===== src/rtl/cpu_ctrl_pkg.sv =====
// Shared definitions for the hardwired control sequencer: opcodes, datapath
// strobe bit positions, state encodings and the opcode classifier.
package cpu_ctrl_pkg;

    // Opcode field width, IR[31:27]
    localparam int OP_W = 5;

    // Opcodes
    localparam logic [OP_W-1:0] OP_ADD  = 5'b00011;
    localparam logic [OP_W-1:0] OP_SUB  = 5'b00100;
    localparam logic [OP_W-1:0] OP_AND  = 5'b00101;
    localparam logic [OP_W-1:0] OP_OR   = 5'b00110;
    localparam logic [OP_W-1:0] OP_SHR  = 5'b00111;
    localparam logic [OP_W-1:0] OP_SHL  = 5'b01000;
    localparam logic [OP_W-1:0] OP_ROR  = 5'b01001;
    localparam logic [OP_W-1:0] OP_ROL  = 5'b01010;
    localparam logic [OP_W-1:0] OP_MUL  = 5'b01111;
    localparam logic [OP_W-1:0] OP_DIV  = 5'b10000;
    localparam logic [OP_W-1:0] OP_NEG  = 5'b10001;
    localparam logic [OP_W-1:0] OP_NOT  = 5'b10010;
    localparam logic [OP_W-1:0] OP_HALT = 5'b11011;

    // Bit positions inside the 16-bit ctl strobe vector
    localparam int CTL_PCOUT   = 0;
    localparam int CTL_PCIN    = 1;
    localparam int CTL_INCPC   = 2;
    localparam int CTL_MARIN   = 3;
    localparam int CTL_READ    = 4;
    localparam int CTL_MDRIN   = 5;
    localparam int CTL_MDROUT  = 6;
    localparam int CTL_IRIN    = 7;
    localparam int CTL_YIN     = 8;
    localparam int CTL_ZLOWIN  = 9;
    localparam int CTL_ZHIGHIN = 10;
    localparam int CTL_ZLOOUT  = 11;
    localparam int CTL_ZHIOUT  = 12;
    localparam int CTL_HIIN    = 13;
    localparam int CTL_LOIN    = 14;
    localparam int CTL_SPARE   = 15;

    // Sequencer states; the encoding is visible on state_dbg
    typedef enum logic [3:0] {
        RESET = 4'd0,
        T0    = 4'd1,
        T1    = 4'd2,
        T2    = 4'd3,
        T3    = 4'd4,
        T4    = 4'd5,
        T5    = 4'd6,
        T6    = 4'd7,
        HALT  = 4'd8
    } state_t;

    // Instruction classes that select the T3..T6 strobe pattern
    typedef enum logic [2:0] {
        CLS_BINARY  = 3'd0,
        CLS_UNARY   = 3'd1,
        CLS_MULDIV  = 3'd2,
        CLS_HALT    = 3'd3,
        CLS_ILLEGAL = 3'd4
    } op_class_t;

    // Map an opcode onto its instruction class; anything unlisted is illegal
    function automatic op_class_t classify(input logic [OP_W-1:0] op);
        op_class_t cls;
        case (op)
            OP_ADD, OP_SUB, OP_AND, OP_OR,
            OP_SHR, OP_SHL, OP_ROR, OP_ROL: cls = CLS_BINARY;
            OP_NEG, OP_NOT:                 cls = CLS_UNARY;
            OP_MUL, OP_DIV:                 cls = CLS_MULDIV;
            OP_HALT:                        cls = CLS_HALT;
            default:                        cls = CLS_ILLEGAL;
        endcase
        return cls;
    endfunction

endpackage


===== src/rtl/reg_field_decoder.sv =====
// Turns a 4-bit register field into a 16-bit one-hot select, gated by an
// enable so that an idle path drives no register at all.
module reg_field_decoder (
    input  logic [3:0]  field,
    input  logic        en,
    output logic [15:0] onehot
);

    // One-hot decode of the register number when enabled
    always_comb begin
        onehot = '0;
        if (en) begin
            onehot[field] = 1'b1;
        end
    end

endmodule


===== src/rtl/control_sequencer.sv =====
// Hardwired Moore control unit for the bus datapath. Sequences fetch (T0..T2)
// and decode/execute (T3..T6) for register-register ALU, unary, MUL/DIV and
// HALT instructions. Outputs are decoded combinationally from the state
// register, the IR and the read-wait counter; the datapath samples them on
// the next rising clock edge.
module control_sequencer
    import cpu_ctrl_pkg::*;
#(
    parameter int READ_WAIT = 0,   // extra memory wait cycles in T1, 0..15
    parameter int OPW       = 5    // opcode width, IR[31:27]
) (
    input  logic            clock,
    input  logic            clear,
    input  logic [31:0]     IR,
    input  logic            stop,
    output logic [15:0]     ctl,
    output logic [15:0]     Rin,
    output logic [15:0]     Rout,
    output logic [OPW-1:0]  operation,
    output logic            run,
    output logic            illegal,
    output logic [3:0]      state_dbg
);

    // Last T1 count value; T1 lasts WAIT_LAST+1 cycles
    localparam logic [3:0] WAIT_LAST = 4'(READ_WAIT);

    // IR fields
    logic [OPW-1:0] op;
    logic [3:0]     ra;
    logic [3:0]     rb;
    logic [3:0]     rc;
    op_class_t      cls;

    assign op  = IR[31 -: OPW];
    assign ra  = IR[26:23];
    assign rb  = IR[22:19];
    assign rc  = IR[18:15];
    assign cls = classify(op);

    // Immediate/unused low IR bits are not needed by this control unit
    logic unused_ir_bits;
    assign unused_ir_bits = ^IR[14:0];

    // Sequencer state and T1 wait counter
    state_t     state_q;
    logic [3:0] wait_q;
    logic       t1_last;
    state_t     end_next;

    // Final T1 cycle: memory data is ready and PC may be updated once
    assign t1_last  = (wait_q == WAIT_LAST);
    // Where an instruction goes when it completes; stop only matters here
    assign end_next = stop ? HALT : T0;

    // Next-state sequencing with asynchronous clear
    always_ff @(posedge clock or posedge clear) begin
        if (clear) begin
            state_q <= RESET;
            wait_q  <= '0;
        end else begin
            case (state_q)
                RESET: state_q <= T0;
                T0:    state_q <= T1;
                T1: begin
                    if (t1_last) begin
                        wait_q  <= '0;
                        state_q <= T2;
                    end else begin
                        wait_q  <= wait_q + 4'd1;
                    end
                end
                T2:    state_q <= T3;
                T3: begin
                    case (cls)
                        CLS_ILLEGAL: state_q <= T0;
                        CLS_HALT:    state_q <= HALT;
                        default:     state_q <= T4;
                    endcase
                end
                T4:    state_q <= T5;
                T5: begin
                    if (cls == CLS_MULDIV) begin
                        state_q <= T6;
                    end else begin
                        state_q <= end_next;
                    end
                end
                T6:    state_q <= end_next;
                HALT:  state_q <= HALT;
                default: begin
                    state_q <= RESET;
                    wait_q  <= '0;
                end
            endcase
        end
    end

    // Register-select requests handed to the two field decoders
    logic       rin_en;
    logic [3:0] rin_field;
    logic       rout_en;
    logic [3:0] rout_field;

    // Strobe decode from state, opcode class and wait counter
    always_comb begin
        ctl        = '0;
        rin_en     = 1'b0;
        rin_field  = ra;
        rout_en    = 1'b0;
        rout_field = rb;
        operation  = '0;
        illegal    = 1'b0;
        case (state_q)
            T0: begin
                ctl[CTL_PCOUT]  = 1'b1;
                ctl[CTL_MARIN]  = 1'b1;
                ctl[CTL_INCPC]  = 1'b1;
                ctl[CTL_ZLOWIN] = 1'b1;
            end
            T1: begin
                ctl[CTL_READ]  = 1'b1;
                ctl[CTL_MDRIN] = 1'b1;
                if (t1_last) begin
                    ctl[CTL_ZLOOUT] = 1'b1;
                    ctl[CTL_PCIN]   = 1'b1;
                end
            end
            T2: begin
                ctl[CTL_MDROUT] = 1'b1;
                ctl[CTL_IRIN]   = 1'b1;
            end
            T3: begin
                case (cls)
                    CLS_BINARY, CLS_UNARY: begin
                        rout_en      = 1'b1;
                        rout_field   = rb;
                        ctl[CTL_YIN] = 1'b1;
                    end
                    CLS_MULDIV: begin
                        rout_en      = 1'b1;
                        rout_field   = ra;
                        ctl[CTL_YIN] = 1'b1;
                    end
                    CLS_ILLEGAL: illegal = 1'b1;
                    default: ;
                endcase
            end
            T4: begin
                case (cls)
                    CLS_BINARY: begin
                        rout_en         = 1'b1;
                        rout_field      = rc;
                        ctl[CTL_ZLOWIN] = 1'b1;
                        operation       = op;
                    end
                    CLS_UNARY: begin
                        rout_en         = 1'b1;
                        rout_field      = rb;
                        ctl[CTL_ZLOWIN] = 1'b1;
                        operation       = op;
                    end
                    CLS_MULDIV: begin
                        rout_en          = 1'b1;
                        rout_field       = rb;
                        ctl[CTL_ZLOWIN]  = 1'b1;
                        ctl[CTL_ZHIGHIN] = 1'b1;
                        operation        = op;
                    end
                    default: ;
                endcase
            end
            T5: begin
                ctl[CTL_ZLOOUT] = 1'b1;
                if (cls == CLS_MULDIV) begin
                    ctl[CTL_LOIN] = 1'b1;
                end else begin
                    // R0 as destination is still strobed; the datapath owns R0
                    rin_en    = 1'b1;
                    rin_field = ra;
                end
            end
            T6: begin
                ctl[CTL_ZHIOUT] = 1'b1;
                ctl[CTL_HIIN]   = 1'b1;
            end
            default: ;
        endcase
    end

    reg_field_decoder u_rin_dec (
        .field  (rin_field),
        .en     (rin_en),
        .onehot (Rin)
    );

    reg_field_decoder u_rout_dec (
        .field  (rout_field),
        .en     (rout_en),
        .onehot (Rout)
    );

    assign run       = (state_q != RESET) && (state_q != HALT);
    assign state_dbg = state_q;

endmodule


===== config.mk =====
export PLATFORM = sky130hd
export DESIGN_NAME = control_sequencer
export DESIGN_NICKNAME = d
export VERILOG_FILES = /design/src/rtl/cpu_ctrl_pkg.sv /design/src/rtl/reg_field_decoder.sv /design/src/rtl/control_sequencer.sv
export SDC_FILE = /design/constraint.sdc
export NUM_CORES = 1
export LEC_CHECK = 0
export CAP_MARGIN = 20
export CORE_MARGIN = 3
export CORE_UTILIZATION = 25
export CTS_BUF_LIST = sky130_fd_sc_hd__clkbuf_16
export DETAILED_ROUTE_END_ITERATION = 10
export PLACE_DENSITY = 0.62
export SLEW_MARGIN = 40
export SYNTH_ARGS = -nofsm -noshare
export SYNTH_HDL_FRONTEND = slang
export SYNTH_SLANG_ARGS = --single-unit

===== constraint.sdc =====
create_clock -name clock -period 7.4 [get_ports clock]
set_clock_uncertainty 0.15 [all_clocks]
set_input_delay 0.74 -clock clock [delete_from_list [all_inputs] [get_ports clock]]
set_output_delay 0.74 -clock clock [all_outputs]
set_load 0.01 [all_outputs]

=== Yosys cells after proc, flatten, opt, wreduce, memory -nomap -nowiden ===
Memory sizes are Yosys's and may differ from the RTL's.
Cells that the tools add are included.

* Bits in registers: 8
* RAM bits: 0
* Memories kept: 1
* Bits in read-only memories: 96
* Latch bits: 0

{| class="wikitable"
|+ Memories
! name !! words !! width !! read ports !! clocked after memory_dff !! wr ports !! line !! RTL
|-
| (name not given) || 32 || 3 || 1 || 0 || 0 || cpu_ctrl_pkg.sv:66 || <nowiki>case (op)</nowiki>
|}

* Bitwise logic cells: 0
* Div/mod/pow operators: 0
* Shift operators: 0
* Reductions and logical operators: 10
* $add $sub $neg: 1
* Equal/unequal tests: 14
* Order comparisons: 4
* $mul: 0
* Muxes and demuxes: 37

{| class="wikitable"
|+ Operators with widths
! cell !! count
|-
| case mux 4 bit (9 select lines) || 1
|-
| two-way mux 16 bit || 2
|-
| two-way mux 4 bit || 6
|-
| case mux 4 bit (2 select lines) || 3
|-
| == test 4 x 3 -> 1 bit, second input constant || 4
|-
| two-way mux 1 bit || 15
|-
| < comparator 4 x 5 -> 1 bit, second input constant || 2
|-
| two-way mux 5 bit || 2
|-
| demux 1 bit (select 4 bit) || 2
|-
| == test 4 x 2 -> 1 bit, second input constant || 2
|-
| greater-or-equal comparator 4 x 1 -> 1 bit, second input constant || 2
|-
| logical NOT 4 bit || 2
|-
| two-way mux 2 bit || 4
|-
| OR reduction 8 bit || 1
|-
| == test 3 x 2 -> 1 bit, second input constant || 2
|-
| adder 4 x 1 -> 4 bit, second input constant || 1
|-
| == test 4 x 1 -> 1 bit, second input constant || 1
|-
| == test 4 bit, second input constant || 1
|-
| != test 4 bit, second input constant || 1
|-
| case mux 1 bit (2 select lines) || 2
|-
| nonzero test 4 bit || 1
|-
| == test 3 x 1 -> 1 bit, second input constant || 1
|-
| == test 3 bit, second input constant || 1
|-
| logical AND 1 bit || 3
|-
| 4 further kinds || 4
|}

=== Depth between registers and ports, before layout ===
Gate-level depths: netlist (run 1).
An unclocked memory read counts as a cell.

* Word-level depth: 9
* Gate-level depth with buffers: 9

=== Modules after synthesis ===
A second synthesis (run 1) with hierarchy kept.

* Cells, all modules: 189
* Area, all modules: 1348.8 sq um

{| class="wikitable"
|+ Modules (own cells, without submodules)
! module !! instances !! area an instance (sq um) !! cells an instance !! sequential area each (sq um)
|-
| control_sequencer || 1 || 1113.6 || 143 || 200.2
|-
| reg_field_decoder || 2 || 117.6 || 23 || 0.0
|}

=== Worst setup path after synthesis (run 1) ===
Ideal clock, no wire load.

* Path type: input port to output port
* Start point: input IR[27]
* End point: output Rout[10]
* Stages on the path: 8
* Data arrival time: 2912 ps
* Buffers on the path: 1
* Slack: 3598 ps
* Cells stage by stage: inv_1 -> ha_1 -> o32ai_1 -> nand3_2 -> mux2i_1 -> or4b_1 -> buf_2 -> nor4_1

* Word-level cells in the longest chain between the ends: 9

{| class="wikitable"
|+ RTL lines
! item !! line !! RTL
|-
| start, declared || control_sequencer.sv:14 || <nowiki>input logic [31:0] IR,</nowiki>
|-
| memory (32 x 3 bit) (*) || n/a ||
|-
| == test 3 x 2 -> 1 bit / logical NOT 3 bit (equally long branches) || control_sequencer.sv:134, control_sequencer.sv:150 ||
|-
| two-way mux 4 bit, on equally long branches || control_sequencer.sv:134, control_sequencer.sv:150 ||
|-
| case mux 4 bit (2 select lines) || control_sequencer.sv:114 || <nowiki>case (state_q)</nowiki>
|-
| < comparator 4 x 5 -> 1 bit (not written as such) / greater-or-equal comparator 4 x 1 -> 1 bit (equally long branches) || reg_field_decoder.sv:13 || <nowiki>onehot[field] = 1'b1;</nowiki>
|-
| logical AND 1 bit (not written as such) || reg_field_decoder.sv:13 ||
|-
| two-way mux 1 bit (not written as such) || reg_field_decoder.sv:13 ||
|-
| demux 1 bit (select 4 bit) || n/a ||
|-
| two-way mux 16 bit (*) || reg_field_decoder.sv:12 || <nowiki>if (en) begin</nowiki>
|-
| end, declared || control_sequencer.sv:18 || <nowiki>output logic [15:0] Rout,</nowiki>
|}

Every way passes the cells marked *; elsewhere a longest branch is shown, timed or not.

=== Worst setup path in the final report (run 1) ===
Ends and elaborated chain as after synthesis.

==> results of run 1 <==
==> power by group through the flow <==
stage	sequential [mW]	clock (mW)	combinational (mW)
CTS	0.0845	0.0923	0.297
global route	0.0888	0.0967	0.332
detailed placement	0.0848	0	0.295
floorplan	0.0646	0	0.197
global placement	0.0857	0	0.293
finish	0.0846	0.0917	0.301
==> metrics by stage <==
stage          cell area [µm²]  hold WS, ns
2_1_floorplan             1390        0.324
3_3_place_gp              2170        0.361
3_5_place_dp              2170        0.370
4_1_cts                   2250        0.377
5_1_grt                   2270        0.387
6_report                  2270        0.370
==> registers in the layout (all words and copies together), names as in the netlist <==
| name | flops |
|---|---|
| wait_q | 4 |
| state_dbg | 4 |
==> cell families after synthesis <==
family / count (synthesis) / share of synthesized area (%)
adder cells (fa/ha/maj): 5 / 4.49
AND/OR/NAND/NOR: 117 / 45.2
buffers and inverters: 27 / 9.24
other: 1 / 0.269
flip-flops: 8 / 14.4
AO/OA/AOI/OAI: 39 / 20.9
XOR/XNOR: 2 / 1.26
multiplexers: 6 / 4.31
==> worst paths after layout <==
kind	start	to	slack (ns)	depth (start not counted)
worst min register to register	wait_q[2]	wait_q[2]	0.37	1
max in group asynchronous	clear	wait_q[3]	6.25	2
worst max register to register	state_dbg[0]	wait_q[3]	5.60	5
worst max-delay path	IR[27]	Rout[10]	2.32	9
worst min-delay path	wait_q[2]	wait_q[2]	0.37	1
min in group asynchronous	clear	state_dbg[1]	0.61	2
==> worst max-delay path, delay by kind of cell <==
kind	cells	cell delay (ns)
AOI/OAI and AO/OA	1	0.54
adders and majority gates	1	0.34
buffers and inverters	3	1.18
muxes	1	0.21
and+or+nand+nor	3	1.18
==> routing by layer <==
metal | up-vias | global-route usage [%] | part of all wire, %
met3 | 7 | 2.02 | 6.3
met5 | - | 0 | 0
met2 | 57 | 23.7 | 45
met1 | 780 | 17.7 | 47
met4 | 0 | 4.73 | 1.5
li1 | 893 | - | -
==> layout by cell type (no fill, tap or decap), types with 3 or more instances in the layout <==
cell,instances
a221oi_1,3
inv_1,12
nor2b_1,4
mux2i_1,6
nand2b_1,4
and3_1,5
o31ai_1,3
nand4_1,4
nor2_1,25
ha_1,5
a21oi_1,9
nand2_1,24
clkdlybuf4s50_1,77
dfrtp_1,8
o21ai_0,8
nor4_1,16
nor3_1,9
a221o_1,3
and2_1,8
clkbuf_16,3
==> final cells by class <==
type | instances | share of cell area [%]
inverters | 12 | 1.98
flip-flops and latches | 8 | 8.82
clock buffers | 3 | 3.31
well taps | 70 | 3.86
multi-input cells | 170 | 47.4
repair buffers | 80 | 34.6
==> flow_metrics.env, run 1 <==
export IMPL_start_kind="primary input"
export IMPL_yosys_area_top_type="dfrtp_1"
export IMPL_post_cts_buffers=0
export IMPL_critPathMaxFanout=9
export IMPL_grtUsageTotal_pct=13.9
export IMPL_post_place_ws_ns=2.32
export IMPL_synth_area_leaders="dfrtp_1 14%, nor4_1 7.6%, nor2_1 6.7%"
export IMPL_rsz0062_at_grt="false"
export IMPL_start_util_pct=26.6
export IMPL_crit_arrival_ns=4.19
export IMPL_yosysWarningCount=0
export IMPL_cts_root_buf="clkbuf_16"
export IMPL_vias_per_cell=5.06
export IMPL_routabilityCongestion=0.789
export IMPL_grt_remaining_overflow=0
export IMPL_antenna_found_initial=0
export IMPL_fin_setup_tns_ns=0
export IMPL_regArea_um2=200
export IMPL_ctsResizeCount=0
export IMPL_required_ns=6.51
export IMPL_path_clk_slew_ns=0.04
export IMPL_place_inst=338
export IMPL_totalPowerFinal_uw=477
export IMPL_ctsHoldBuffers=0
export IMPL_clkPwrFrac_pct=19.2
export IMPL_yosysUniqueCellTypes=49
export IMPL_cpMaxStageDelayCell="or4b_1"
export IMPL_die_y_um=80.7
export IMPL_fill_cells=514
export IMPL_grt_pass1_vias=1621
export IMPL_p_seq_share_pct=17.7
export IMPL_clock_fmax_mhz=197
export IMPL_hpwl_um=3610
export IMPL_wirelength_um=4590
export IMPL_timing_hold_worst_class="flip-flop to flip-flop"
export IMPL_die_area_mm2=0.00651
export IMPL_core_mm2=0.00524
export IMPL_drtPass1Iterations=4
export IMPL_p_sw_share_pct=44.4
export IMPL_multiInputGateArea_mm2=0.00108
export IMPL_cts_buffer_depth=2
export IMPL_status="complete, no violations"
export IMPL_area_growth_pct=62.9
export IMPL_timing_final_crit_share_pct=68.7
export IMPL_p_leak_nw=0.845
export IMPL_setup_viol=0
export IMPL_num_rows=26
export IMPL_maxCapViolations=0
export IMPL_cts_tree="done"
export IMPL_ctsHtreeMaxLevel=1
export IMPL_critPathKind="primary input to output pin"
export IMPL_layout_drive_gt1_share_pct=5.13
export IMPL_power_density_mw_per_mm2=210
export IMPL_worstMarginPinSlew_ns=0.705
export IMPL_drc=0
export IMPL_vias=1737
export IMPL_async_flop_share_pct=100
export IMPL_synth_most_common_cell="nor2_1"
export IMPL_final_nets=315
export IMPL_grt_pass1_wl_um=7320
export IMPL_layout_setup_ws_ns=2.32
export IMPL_numPortBuffers=77
export IMPL_numCtsBuffers=3
export IMPL_ios=94
export IMPL_slew_violations=0
export IMPL_cp_slowest_stage_delay_ns=0.63
export IMPL_synth_edff_count=0
export IMPL_ir_drop_mv=0.218
export IMPL_syn_area_mm2=0.00139
export IMPL_routed_wire_length_per_instance_um=13.4
export IMPL_postRouteAntennaNets=0
export IMPL_synthFlopType="dfrtp_1"
export IMPL_clk_latency_ns=0.23
export IMPL_p_comb_share_pct=63.0
export IMPL_syn_num_nets=245
export IMPL_die_w_um=80.7
export IMPL_finalHoldViolCount=0
export IMPL_cts_sinks=8
export IMPL_intPower_uw=265
export IMPL_synth_seq_cells=8
export IMPL_fin_cells=343
export IMPL_syn_instance_count=205
export IMPL_crit_chain="clkdlybuf4s50_1, inv_1, ha_1, o32ai_1, nand3_2, mux2i_1, or4b_1, nor4_1, clkdlybuf4s50_1"
export IMPL_postLayoutCoreUtil_pct=43.4
export IMPL_yosysSeqAreaShare_pct=14.4
export IMPL_crit_top_cell="clkdlybuf4s50_1"
export IMPL_slew_headroom_pct=52.9
export IMPL_avgSynthCellArea_um2=6.80
export IMPL_p_switching_uw=212
export IMPL_fin_crit_ns=5.08
export IMPL_diodes=0
export IMPL_synth_commonest_cells="25 x nor2_1, 24 x nand2_1, 17 x nor4_1"
export IMPL_grt_max_degree=22
export IMPL_drt_iter0_drc=33
export IMPL_synth_top_area_share_pct=14.4
export IMPL_worstSetupEndpointType="output pin"
Note: power is estimated with default switching activity, not from simulation.
==> run 2: changes to the inputs <==
==> constraint.sdc (replaced) <==
create_clock -name clock -period 4.9 [get_ports clock]
set_clock_uncertainty 0.15 [all_clocks]
set_input_delay 0.49 -clock clock [delete_from_list [all_inputs] [get_ports clock]]
set_output_delay 0.49 -clock clock [all_outputs]
set_load 0.01 [all_outputs]
==> run 2 against run 1 <==
Effect of this change: worst setup slack worse by 2.0 ns; die area did not move; non-clock buffer count grew 2; combinational power rose by 51%; first-iteration DRC count increased by 73%; critical path depth shrank 1; final cell count increased by 0.58%; largest cell class unchanged; highest routed layer unchanged.
==> flow_metrics.env, run 2 (same netlist as run 1, synthesis figures left out) <==
export IMPL_ctsResizeCount=0
export IMPL_fin_hold_ws_ns=0.361
export IMPL_cts_root_buf="clkbuf_16"
export IMPL_cpMaxStageDelayCell="clkdlybuf4s50_1"
export IMPL_grtUsageTotal_pct=14.0
export IMPL_worstSetupEndpointType="output pin"
export IMPL_drt_iter0_drc=57
export IMPL_core_mm2=0.00524
export IMPL_layout_setup_ws_ns=0.282
export IMPL_postRouteAntennaNets=0
export IMPL_grt_pass1_vias=1633
export IMPL_start_util_pct=26.6
export IMPL_ios=94
export IMPL_critPathKind="primary input to output pin"
export IMPL_final_common_cell="clkdlybuf4s50_1"
export IMPL_numPortBuffers=77
export IMPL_grt_max_degree=22
export IMPL_cts_buffer_depth=2
export IMPL_finalHoldViolCount=0
export IMPL_timing_hold_worst_class="primary input to async pin"
export IMPL_die_y_um=80.7
export IMPL_vias_per_cell=5.03
export IMPL_num_rows=26
export IMPL_area_growth_pct=63.4
export IMPL_clk_latency_ns=0.23
export IMPL_crit_arrival_ns=3.98
export IMPL_dpl_instance_area_mm2=0.00219
export IMPL_drtPass1Iterations=6
export IMPL_die_area_mm2=0.00651
export IMPL_fin_cells=345
export IMPL_postLayoutCoreUtil_pct=43.5
export IMPL_place_inst=340
export IMPL_cts_tree="done"
export IMPL_fin_setup_tns_ns=0
export IMPL_totalPowerFinal_uw=721
export IMPL_cts_sinks=8
export IMPL_timing_final_crit_share_pct=94.2
export IMPL_routabilityCongestion=0.775
export IMPL_post_place_ws_ns=0.377
export IMPL_design_area_mm2=0.00228
export IMPL_crit_top_cell="clkdlybuf4s50_1"
export IMPL_slew_violations=0
export IMPL_rsz0062_at_grt="false"
export IMPL_fin_crit_ns=4.62
export IMPL_start_kind="primary input"
export IMPL_hpwl_um=3690
export IMPL_crit_chain="clkdlybuf4s50_1, nor2b_1, a2111o_1, nand2_1, nor3_1, or4b_1, nor4_1, clkdlybuf4s50_1"
export IMPL_clock_fmax_mhz=217
export IMPL_ctsHtreeMaxLevel=1
export IMPL_final_nets=317
export IMPL_routed_wire_length_per_instance_um=13.6
export IMPL_die_w_um=80.7
export IMPL_grt_remaining_overflow=0
export IMPL_slew_headroom_pct=53.5
export IMPL_critPathMaxFanout=11
export IMPL_cp_slowest_stage_delay_ns=0.74
export IMPL_diodes=0
export IMPL_final_cell_mix="77 x clkdlybuf4s50_1, 25 x nor2_1, 24 x nand2_1, 17 x nor4_1, 12 x inv_1"
export IMPL_path_clk_slew_ns=0.04
export IMPL_required_ns=4.26
export IMPL_antenna_found_initial=0
export IMPL_numCtsBuffers=3
export IMPL_drc=0
export IMPL_ctsHoldBuffers=0
export IMPL_power_density_mw_per_mm2=317
export IMPL_layout_drive_gt1_share_pct=5.09
export IMPL_grt_pass1_wl_um=7360
export IMPL_fill_cells=544
export IMPL_wirelength_um=4690
export IMPL_ir_drop_mv=0.377
export IMPL_maxCapViolations=0
export IMPL_post_cts_buffers=0
export IMPL_setup_viol=0
export IMPL_p_leak_nw=0.851
export IMPL_vias=1734
export IMPL_worstMarginPinSlew_ns=0.692
export IMPL_status="complete, no violations"
==> run 2: changes by cell type in the layout (fill, tap and decap cells not counted) <==
cell	previous run	this run
buf_1	0	1
nor4_2	2	1
buf_4	0	2
a2111oi_1	1	0
nor4_1	16	17
a2111oi_0	0	1
buf_2	1	0
==> run 2: path summary, 6_finish.rpt <==
kind                                   start           end  slack [ns]  cells after the start
max in group asynchronous              clear     wait_q[2]        3.99                      2
worst min-delay path                   clear  state_dbg[3]        0.36                      2
worst max-delay path                  IR[30]      Rout[10]        0.28                      8
worst min register to register     wait_q[2]     wait_q[2]        0.36                      1
min in group clock                 wait_q[2]     wait_q[2]        0.36                      1
worst max register to register  state_dbg[0]     wait_q[3]        3.08                      5
==> run 2: where the power goes <==
part           switching (mW)  internal [mW]
Combinational           0.239          0.216
Sequential             0.0492         0.0795
Clock                  0.0333          0.105
Total                   0.321          0.400
==> run 2: area by class of cell <==
class	instances	area (µm²)	area share (%)
flip-flops and latches	8	200	8.79
multi-input cells	170	1070	47.0
repair buffers	82	800	35.1
well taps	70	87.6	3.85
clock buffers	3	75.1	3.30
inverters	12	45.0	1.98
==> run 2: per-layer routing <==
layer / track usage (%) / up-vias / share of wire (%)
li1: - / 891 / -
met4: 4.56 / 0 / 1.2
met2: 24.0 / 45 / 46
met5: 0 / - / 0
met1: 17.5 / 793 / 46
met3: 2.58 / 5 / 6.3
==> run 2: worst max-delay path, delay by kind of cell <==
family / cells / cell delay (ns)
and+or+nand+nor: 5 / 1.89
AOI/OAI and AO/OA: 1 / 0.25
buffers and inverters: 2 / 1.34
==> run 3: changes to the inputs <==
--- a/config.mk
+++ b/config.mk
@@ -7,10 +7,10 @@
 export LEC_CHECK = 0
 export CAP_MARGIN = 20
 export CORE_MARGIN = 3
-export CORE_UTILIZATION = 25
+export CORE_UTILIZATION = 36
 export CTS_BUF_LIST = sky130_fd_sc_hd__clkbuf_16
 export DETAILED_ROUTE_END_ITERATION = 10
-export PLACE_DENSITY = 0.62
+export PLACE_DENSITY = 0.83
 export SLEW_MARGIN = 40
 export SYNTH_ARGS = -nofsm -noshare
 export SYNTH_HDL_FRONTEND = slang
==> run 3 against run 2 <==
Effect of this change: count of clock-buffer cells in the layout unchanged; worst hold slack worse by 0.010 ns; first-iteration DRC count up 120%; total power up 1.3%; critical path depth unchanged; wire length down 3.8%.
==> flow_metrics.env, run 3 (same netlist as run 1, synthesis figures left out) <==
export IMPL_crit_arrival_ns=3.92
export IMPL_grt_pass1_wl_um=7130
export IMPL_cts_sinks=8
export IMPL_critPathKind="primary input to output pin"
export IMPL_numPortBuffers=77
export IMPL_cts_root_buf="clkbuf_16"
export IMPL_slew_headroom_pct=53.3
export IMPL_cp_slowest_stage_delay_ns=0.72
export IMPL_cts_tree="done"
export IMPL_ir_drop_mv=0.231
export IMPL_clock_fmax_mhz=219
export IMPL_drtPass1Iterations=4
export IMPL_diodes=0
export IMPL_die_area_mm2=0.00465
export IMPL_final_cell_mix="77 x clkdlybuf4s50_1, 25 x nor2_1, 24 x nand2_1, 16 x nor4_1, 12 x inv_1"
export IMPL_grt_pass1_vias=1585
export IMPL_ios=94
export IMPL_layout_drive_gt1_share_pct=5.51
export IMPL_worstMarginPinSlew_ns=0.698
export IMPL_grt_remaining_overflow=0
export IMPL_start_util_pct=39.6
export IMPL_fill_cells=329
export IMPL_vias_per_cell=5.73
export IMPL_crit_top_cell="clkdlybuf4s50_1"
export IMPL_area_growth_pct=61.8
export IMPL_fin_crit_ns=4.56
export IMPL_drt_iter0_drc=123
export IMPL_rsz0062_at_grt="false"
export IMPL_cts_buffer_depth=2
export IMPL_numCtsBuffers=3
export IMPL_clk_latency_ns=0.23
export IMPL_grt_max_degree=22
export IMPL_multiInputGateArea_mm2=0.00109
export IMPL_path_clk_slew_ns=0.04
export IMPL_timing_final_crit_share_pct=93.0
export IMPL_crit_chain="clkdlybuf4s50_1, nor2b_1, a2111o_1, nand2_1, nor3_1, or4b_1, nor4_1, clkdlybuf4s50_1"
export IMPL_ctsHtreeMaxLevel=1
export IMPL_final_nets=314
export IMPL_finalHoldViolCount=0
export IMPL_num_rows=21
export IMPL_topRoutingLayerUsed="met4"
export IMPL_post_cts_buffers=0
export IMPL_timing_hold_worst_class="primary input to async pin"
export IMPL_routed_wire_length_per_instance_um=14.2
export IMPL_die_y_um=68.2
export IMPL_power_density_mw_per_mm2=324
export IMPL_critPathMaxFanout=11
export IMPL_slew_violations=0
export IMPL_final_common_cell="clkdlybuf4s50_1"
export IMPL_setup_viol=0
export IMPL_met1_length_um=1950
export IMPL_antenna_found_initial=0
export IMPL_regArea_um2=200
export IMPL_wl_met3_um=496
export IMPL_worstSetupEndpointType="output pin"
export IMPL_hpwl_um=3490
export IMPL_postLayoutCoreUtil_pct=64.0
export IMPL_wirelength_um=4510
export IMPL_routabilityCongestion=0.872
export IMPL_grtUsageTotal_pct=19.2
export IMPL_die_w_um=68.2
export IMPL_totalPowerFinal_uw=731
export IMPL_vias=1821
export IMPL_maxCapViolations=0
export IMPL_required_ns=4.26
export IMPL_status="complete, no violations"
export IMPL_start_kind="primary input"
export IMPL_drc=0
export IMPL_cpMaxStageDelayCell="clkdlybuf4s50_1"
export IMPL_fin_setup_tns_ns=0
export IMPL_core_mm2=0.00352
export IMPL_p_leak_nw=0.844
export IMPL_postRouteAntennaNets=0
export IMPL_wl_met2_um=2030
[run 3: worst max-delay path, delay by kind of cell]
| kind | cells | cell delay, ns |
|---|---|---|
| buf+inv | 2 | 1.31 |
| compound gates | 1 | 0.27 |
| simple gates | 5 | 1.84 |
[run 3: layout make-up]
type / count / area share (%)
Tap cell: 46 / 2.55
Inverter: 12 / 2.00
Clock buffer: 3 / 3.33
Sequential cell: 8 / 8.88
Multi-Input combinational cell: 170 / 48.4
Timing Repair Buffer: 79 / 34.9
[run 3: path summary, 6_finish.rpt]
| path | from | endpoint | slack [ns] | depth (start not counted) |
|---|---|---|---|---|
| setup / recovery | IR[30] | Rout[1] | 0.34 | 8 |
| hold / removal | clear | wait_q[1] | 0.35 | 2 |
| setup reg to reg | state_dbg[0] | wait_q[3] | 3.03 | 5 |
| hold reg to reg | wait_q[2] | wait_q[2] | 0.38 | 1 |
| max in group asynchronous | clear | state_dbg[0] | 4.02 | 2 |
| min in group clock | wait_q[2] | wait_q[2] | 0.38 | 1 |
[run 3: repair_timing]
action	4_1_cts	5_1_grt
setup endpoints to repair	0	1
hold buffers	0	0
gates resized for setup	0	1
[run 3: stage by stage]
stage	area [µm²]	setup slack (ns)	cells	hold slack (ns)
2_1_floorplan	1390	1.60	205	0.156
3_3_place_gp	2150	0.427	315	0.360
3_5_place_dp	2150	0.359	315	0.374
4_1_cts	2230	0.330	318	0.359
5_1_grt	2250	0.0837	318	0.393
6_report	2250	0.344	318	0.351
[run 3: power by group]
part	leakage, nW	internal (mW)	switching [mW]
sequential	0.107	0.0795	0.0500
combinational	0.700	0.219	0.245
clock	0.0370	0.105	0.0317
[run 3: routing by layer]
layer | track usage (%) | vias up
met4 | 3.72 | 0
li1 | - | 887
met5 | 0 | -
met2 | 32.5 | 93
met3 | 4.60 | 8
met1 | 24.9 | 833
